$ cat src/rtl/id_ex_stage.sv
// ID/EX pipeline latch: captures decode outputs with writeback bypass, detects
// load-use hazards, inserts bubbles on hazards/flushes and holds on EX back-pressure.
module id_ex_stage #(
  parameter int DATA_W = 32,
  parameter int CTRL_W = 8
) (
  input  logic              clk,
  input  logic              rst_n,
  input  logic              in_valid,
  input  logic [4:0]        read_reg1,
  input  logic [4:0]        read_reg2,
  input  logic [DATA_W-1:0] read_data1,
  input  logic [DATA_W-1:0] read_data2,
  input  logic [4:0]        write_reg,
  input  logic              reg_write,
  input  logic              mem_read,
  input  logic [DATA_W-1:0] pc,
  input  logic [DATA_W-1:0] imm,
  input  logic [CTRL_W-1:0] ctrl,
  input  logic [4:0]        wb_write_reg,
  input  logic              wb_reg_write,
  input  logic [DATA_W-1:0] wb_write_data,
  input  logic              flush,
  input  logic              ex_stall,
  output logic              stall_out,
  output logic              ex_valid,
  output logic              ex_reg_write,
  output logic              ex_mem_read,
  output logic [4:0]        ex_rs1,
  output logic [4:0]        ex_rs2,
  output logic [4:0]        ex_rd,
  output logic [DATA_W-1:0] ex_data1,
  output logic [DATA_W-1:0] ex_data2,
  output logic [DATA_W-1:0] ex_pc,
  output logic [DATA_W-1:0] ex_imm,
  output logic [CTRL_W-1:0] ex_ctrl,
  output logic [15:0]       stall_cycles
);

  logic              valid_q, valid_d;
  logic              rw_q, rw_d;
  logic              mr_q, mr_d;
  logic [4:0]        rs1_q, rs1_d, rs2_q, rs2_d, rd_q, rd_d;
  logic [DATA_W-1:0] data1_q, data1_d, data2_q, data2_d;
  logic [DATA_W-1:0] pc_q, pc_d, imm_q, imm_d;
  logic [CTRL_W-1:0] ctrl_q, ctrl_d;
  logic [15:0]       stall_cycles_q, stall_cycles_d;
  logic              hz;

  // The register file commits at the edge, so a same-cycle write must be forwarded here.
  function automatic logic [DATA_W-1:0] op_sel(input logic [4:0]        rr,
                                               input logic [DATA_W-1:0] rf,
                                               input logic              wbw,
                                               input logic [4:0]        wbr,
                                               input logic [DATA_W-1:0] wbd);
    if (rr == 5'd0)
      return '0;
    else if (wbw && (wbr == rr))
      return wbd;
    else
      return rf;
  endfunction

  function automatic logic [15:0] sat_inc(input logic [15:0] c);
    return (c == 16'hFFFF) ? c : c + 16'd1;
  endfunction

  always_comb begin
    hz = valid_q && mr_q && (rd_q != 5'd0) && in_valid &&
         ((read_reg1 == rd_q) || (read_reg2 == rd_q));
    stall_out = !flush && (hz || ex_stall);

    valid_d        = valid_q;
    rw_d           = rw_q;
    mr_d           = mr_q;
    rs1_d          = rs1_q;
    rs2_d          = rs2_q;
    rd_d           = rd_q;
    data1_d        = data1_q;
    data2_d        = data2_q;
    pc_d           = pc_q;
    imm_d          = imm_q;
    ctrl_d         = ctrl_q;
    stall_cycles_d = stall_cycles_q;

    if (flush || (!ex_stall && hz)) begin
      valid_d = 1'b0;
      rw_d    = 1'b0;
      mr_d    = 1'b0;
      rs1_d   = '0;
      rs2_d   = '0;
      rd_d    = '0;
      data1_d = '0;
      data2_d = '0;
      pc_d    = '0;
      imm_d   = '0;
      ctrl_d  = '0;
      if (!flush)
        stall_cycles_d = sat_inc(stall_cycles_q);
    end else if (ex_stall) begin
      // A held instruction keeps its operands fresh against writebacks.
      if (wb_reg_write && (wb_write_reg != 5'd0) && (wb_write_reg == rs1_q))
        data1_d = wb_write_data;
      if (wb_reg_write && (wb_write_reg != 5'd0) && (wb_write_reg == rs2_q))
        data2_d = wb_write_data;
    end else begin
      valid_d = in_valid;
      rw_d    = in_valid && reg_write;
      mr_d    = in_valid && mem_read;
      rs1_d   = read_reg1;
      rs2_d   = read_reg2;
      rd_d    = write_reg;
      data1_d = op_sel(read_reg1, read_data1, wb_reg_write, wb_write_reg, wb_write_data);
      data2_d = op_sel(read_reg2, read_data2, wb_reg_write, wb_write_reg, wb_write_data);
      pc_d    = pc;
      imm_d   = imm;
      ctrl_d  = ctrl;
    end
  end

  always_ff @(posedge clk) begin
    if (!rst_n) begin
      valid_q        <= 1'b0;
      rw_q           <= 1'b0;
      mr_q           <= 1'b0;
      rs1_q          <= '0;
      rs2_q          <= '0;
      rd_q           <= '0;
      data1_q        <= '0;
      data2_q        <= '0;
      pc_q           <= '0;
      imm_q          <= '0;
      ctrl_q         <= '0;
      stall_cycles_q <= '0;
    end else begin
      valid_q        <= valid_d;
      rw_q           <= rw_d;
      mr_q           <= mr_d;
      rs1_q          <= rs1_d;
      rs2_q          <= rs2_d;
      rd_q           <= rd_d;
      data1_q        <= data1_d;
      data2_q        <= data2_d;
      pc_q           <= pc_d;
      imm_q          <= imm_d;
      ctrl_q         <= ctrl_d;
      stall_cycles_q <= stall_cycles_d;
    end
  end

  assign ex_valid     = valid_q;
  assign ex_reg_write = rw_q;
  assign ex_mem_read  = mr_q;
  assign ex_rs1       = rs1_q;
  assign ex_rs2       = rs2_q;
  assign ex_rd        = rd_q;
  assign ex_data1     = data1_q;
  assign ex_data2     = data2_q;
  assign ex_pc        = pc_q;
  assign ex_imm       = imm_q;
  assign ex_ctrl      = ctrl_q;
  assign stall_cycles = stall_cycles_q;

endmodule

$ cat config.mk
export PLATFORM = sky130hd
export DESIGN_NAME = id_ex_stage
export DESIGN_NICKNAME = d
export VERILOG_FILES = /design/src/rtl/id_ex_stage.sv
export SDC_FILE = /design/constraint.sdc
export NUM_CORES = 1
export LEC_CHECK = 0
export CAP_MARGIN = 0
export CORE_AREA = 2 2 141 143
export DETAILED_ROUTE_END_ITERATION = 10
export DIE_AREA = 0 0 143 145
export HOLD_SLACK_MARGIN = 0.1
export PLACE_DENSITY = 0.87
export SLEW_MARGIN = 25
export SYNTH_ARGS = -nofsm -noshare
export SYNTH_HDL_FRONTEND = slang
export SYNTH_SLANG_ARGS = --single-unit
$ cat constraint.sdc
create_clock -name clk -period 3.1 [get_ports clk]
set_clock_uncertainty 0.15 [all_clocks]
set_input_delay 0.93 -clock clk [delete_from_list [all_inputs] [get_ports clk]]
set_output_delay 0.93 -clock clk [all_outputs]
set_load 0.02 [all_outputs]
==> impl_metrics.tcl <==
set metrics [dict create \
    status "finished with violations" \
    violations "negative setup slack" \
    syn_avg_cell_area_um2 9.40 \
    synth_edf_count 0 \
    min_period_ns 3.12 \
    peakVddDrop_uv 352 \
    drt-vias-per-instance 5.31 \
    crit_chain "buf_2 > xor2_1 > nor3_4 > a22oi_2 > o21ai_2 > and2_4 > buf_6" \
    cts_max_level 4 \
    cts_root_buffer "clkbuf_16" \
    p_sw_w 0.00154 \
    multi_input_area_um2 3500 \
    clock_latency_ns 0.43 \
    place_hpwl_um 20200 \
    ant_nets 0 \
    path_delay_family "compound AO/OA/AOI/OAI gates" \
    grt_max_degree 97 \
    finalWorstSetupSlack_ns -0.0233 \
    postSynth.asyncResetShare_pct 0 \
    synth_area_leaders "dfxtp_1, mux2i_1, nor2_1" \
    die_y_um 145 \
    seq_area_um2 3410 \
    cp_num_buf_inv 2 \
    grt.overflow.total 0 \
    netSwitchingFraction_pct 28.3 \
    yosysSeqAreaShare_pct 47.7 \
    antenna_found_initial 1 \
    ys.flop_type "dfxtp_1" \
    cp.arrival_ns 2.04 \
    mostFrequentLayoutCell "clkdlybuf4s50_1" \
    drt_wl_total_um 26700 \
    crit_path_end_kind "output port" \
    dr.pass1.iters 5 \
    synth_top_area_share_pct 47.7 \
    post-synth-top-area-cell "dfxtp_1" \
    cts.clk_slew.worst_paths_ns 0.06 \
    die_area_um2 20700 \
    gp_congestion 0.982 \
    syn_inst 758 \
    final_cell_mix "clkdlybuf4s50_1, dfxtp_1, nor2_1, mux2i_1, nor3_1" \
    fin_crit_sh_pct 101 \
    placed_cell_area_um2 11600 \
    drive_gt1_share_pct 11.6 \
    final_nets 1338 \
    final.setup.tns_ns -0.0233 \
    p_per_area_nw_per_um2 447 \
    combPwrFrac_pct 19.4 \
    hold_ws_ns 0.338 \
    cp.required_ns 2.02 \
    num_rows 51 \
    path_max_fanout 2 \
    netlist_area_um2 7130 \
    rsz0062_at_grt "yes" \
    grt_pass1_vias 7583 \
    core_area_um2 19200 \
    slew_headroom_pct 54.8 \
    io-pin-count 367 \
    startpoint_type "primary input" \
    wl_per_cell_um 18.8 \
    tritoncts "done" \
    hold_class "reg -> reg" \
    max_freq_mhz 320 \
    diodes 0 \
    holdBufCountCts 0 \
    synth_fp_nets 955 \
    power_leakage_nw 4.69 \
    start_util_pct 37.1 \
    nFillCells 1532 \
    design_area_um2 12200 \
    drtIter0Drc 462 \
    tightestPinTransition_ns 0.678 \
    synth.distinct_cells 41 \
    io_buffers 366 \
    grt_usage_pct 25.4 \
    synthToLayoutAreaGrowth_pct 71.3 \
    die_width_um 143 \
    dp_slack_ns -1.25 \
    vias 7536 \
    clkPwrFrac_pct 38.4 \
    ys_seq_elements 170 \
    internal-power_w 0.00391 \
    grt_pass1_wl_um 41500 \
    post-route-util_pct 63.6 \
    finalSetupViolations 1 \
    slew_violations 0 \
    cp_slowest_cell "xor2_1" \
    cts_buffer_depth 2 \
    worstSetupPathType "in -> out" \
    power_frac_seq_pct 42.2 \
    final-hold-violation-count 0 \
    ys_warn_count 0 \
    drv_cap 0 \
    drc_errors 0 \
    cts_inserted_buffers 17 \
    max_stage_delay_ns 0.30 \
    cts.sinks 170 \
]
## registers in the layout (all words and copies together), names as in the netlist
name,count
ex_reg_write,1
ex_pc,32
ex_imm,32
ex_rs1,5
ex_rs2,5
ex_data1,32
ex_rd,5
ex_mem_read,1
ex_ctrl,8
ex_valid,1
ex_data2,32
stall_cycles,16
## per-stage QoR
step                      total power (W)  std cells
after floorplan                   0.00279        758
after global placement            0.00338       1386
after detailed placement          0.00340       1386
after CTS                         0.00549       1417
after global routing              0.00567       1419
final                             0.00545       1419
## path summary, 6_finish.rpt
| path | cells past startpoint | slack [ns] | from | endpoint |
|---|---|---|---|---|
| hold reg to reg | 2 | 0.34 | ex_data1[25]$_SDFFE_PP0P_ | ex_data1[25]$_SDFFE_PP0P_ |
| hold / removal | 2 | 0.34 | ex_data1[25]$_SDFFE_PP0P_ | ex_data1[25]$_SDFFE_PP0P_ |
| setup reg to reg | 10 | 0.54 | ex_rd[1]$_SDFFE_PP0N_ | ex_pc[4]$_SDFFE_PP0N_ |
| setup / recovery | 7 | -0.02 | read_reg2[3] | stall_out |
## cells in the mapped netlist, types with 2 or more instances
library cell / count
dfxtp_1: 170
nor2_1: 161
mux2i_1: 90
nor3_1: 68
a221oi_1: 64
buf_2: 30
clkbuf_1: 27
xnor2_1: 20
nand2_1: 15
o31ai_1: 14
or4_1: 14
a21oi_1: 12
xor2_1: 10
nand4_1: 9
buf_6: 8
nand3_1: 8
inv_1: 4
a22oi_1: 3
nor4_1: 3
and2_1: 2
and3_1: 2
nand2b_1: 2
o21a_1: 2
o21ai_0: 2
o31a_2: 2
## repair_timing
item | in CTS | in global routing
pin swaps | 9 | 11
setup endpoints to repair | 97 | 1
gates cloned | 0 | 0
setup buffers | 0 | 4
resized for setup | 46 | 22
## layout make-up
type                            instances  share of cell area (%)
Tap cell                              265                    2.72
Clock inverter                         15                    1.22
Multi-Input combinational cell        518                    28.7
Timing Repair Buffer                  430                    35.8
Sequential cell                       170                    28.0
Clock buffer                           17                    3.48
Inverter                                4                   0.123
## layer usage
| metal | wire length [um] | track usage (%) | vias to the layer above |
|---|---|---|---|
| li1 | - | - | 3510 |
| met1 | 9760 | 28.5 | 3529 |
| met2 | 13100 | 42.7 | 418 |
| met3 | 2660 | 8.35 | 77 |
| met4 | 1150 | 12.9 | 2 |
| met5 | 12 | 0 | - |
## kinds of logic (layout without fill, tap and decap cells)
| kind of cell | count (synthesis) | count (layout) | share of synthesized area (%) |
|---|---|---|---|
| AOI/OAI and AO/OA | 108 | 108 | 12.4 |
| xor gates and xnor gates | 30 | 30 | 3.69 |
| adders and majority gates | 1 | 1 | 0.176 |
| buffers and inverters | 70 | 466 | 5.11 |
| DFF | 170 | 170 | 47.7 |
| muxes | 90 | 90 | 12.6 |
| and+or+nand+nor | 289 | 289 | 18.2 |
## worst register-to-register path, delay by kind of cell (launching register included)
kind | cells | cell delay [ns]
AOI/OAI and AO/OA | 2 | 0.44
xor gates and xnor gates | 1 | 0.19
buffers and inverters | 5 | 0.93
DFF | 1 | 0.37
and+or+nand+nor | 2 | 0.37
## power groups by stage
stage	combinational [W]	sequential, W	clock, W
floorplan	0.000348	0.00244	0
global placement	0.00103	0.00235	0
detailed placement	0.00105	0.00235	0
CTS	0.00105	0.00230	0.00214
global route	0.00113	0.00231	0.00224
finish	0.00106	0.00230	0.00209
No activity file was read; power rests on OpenSTA's default activity.
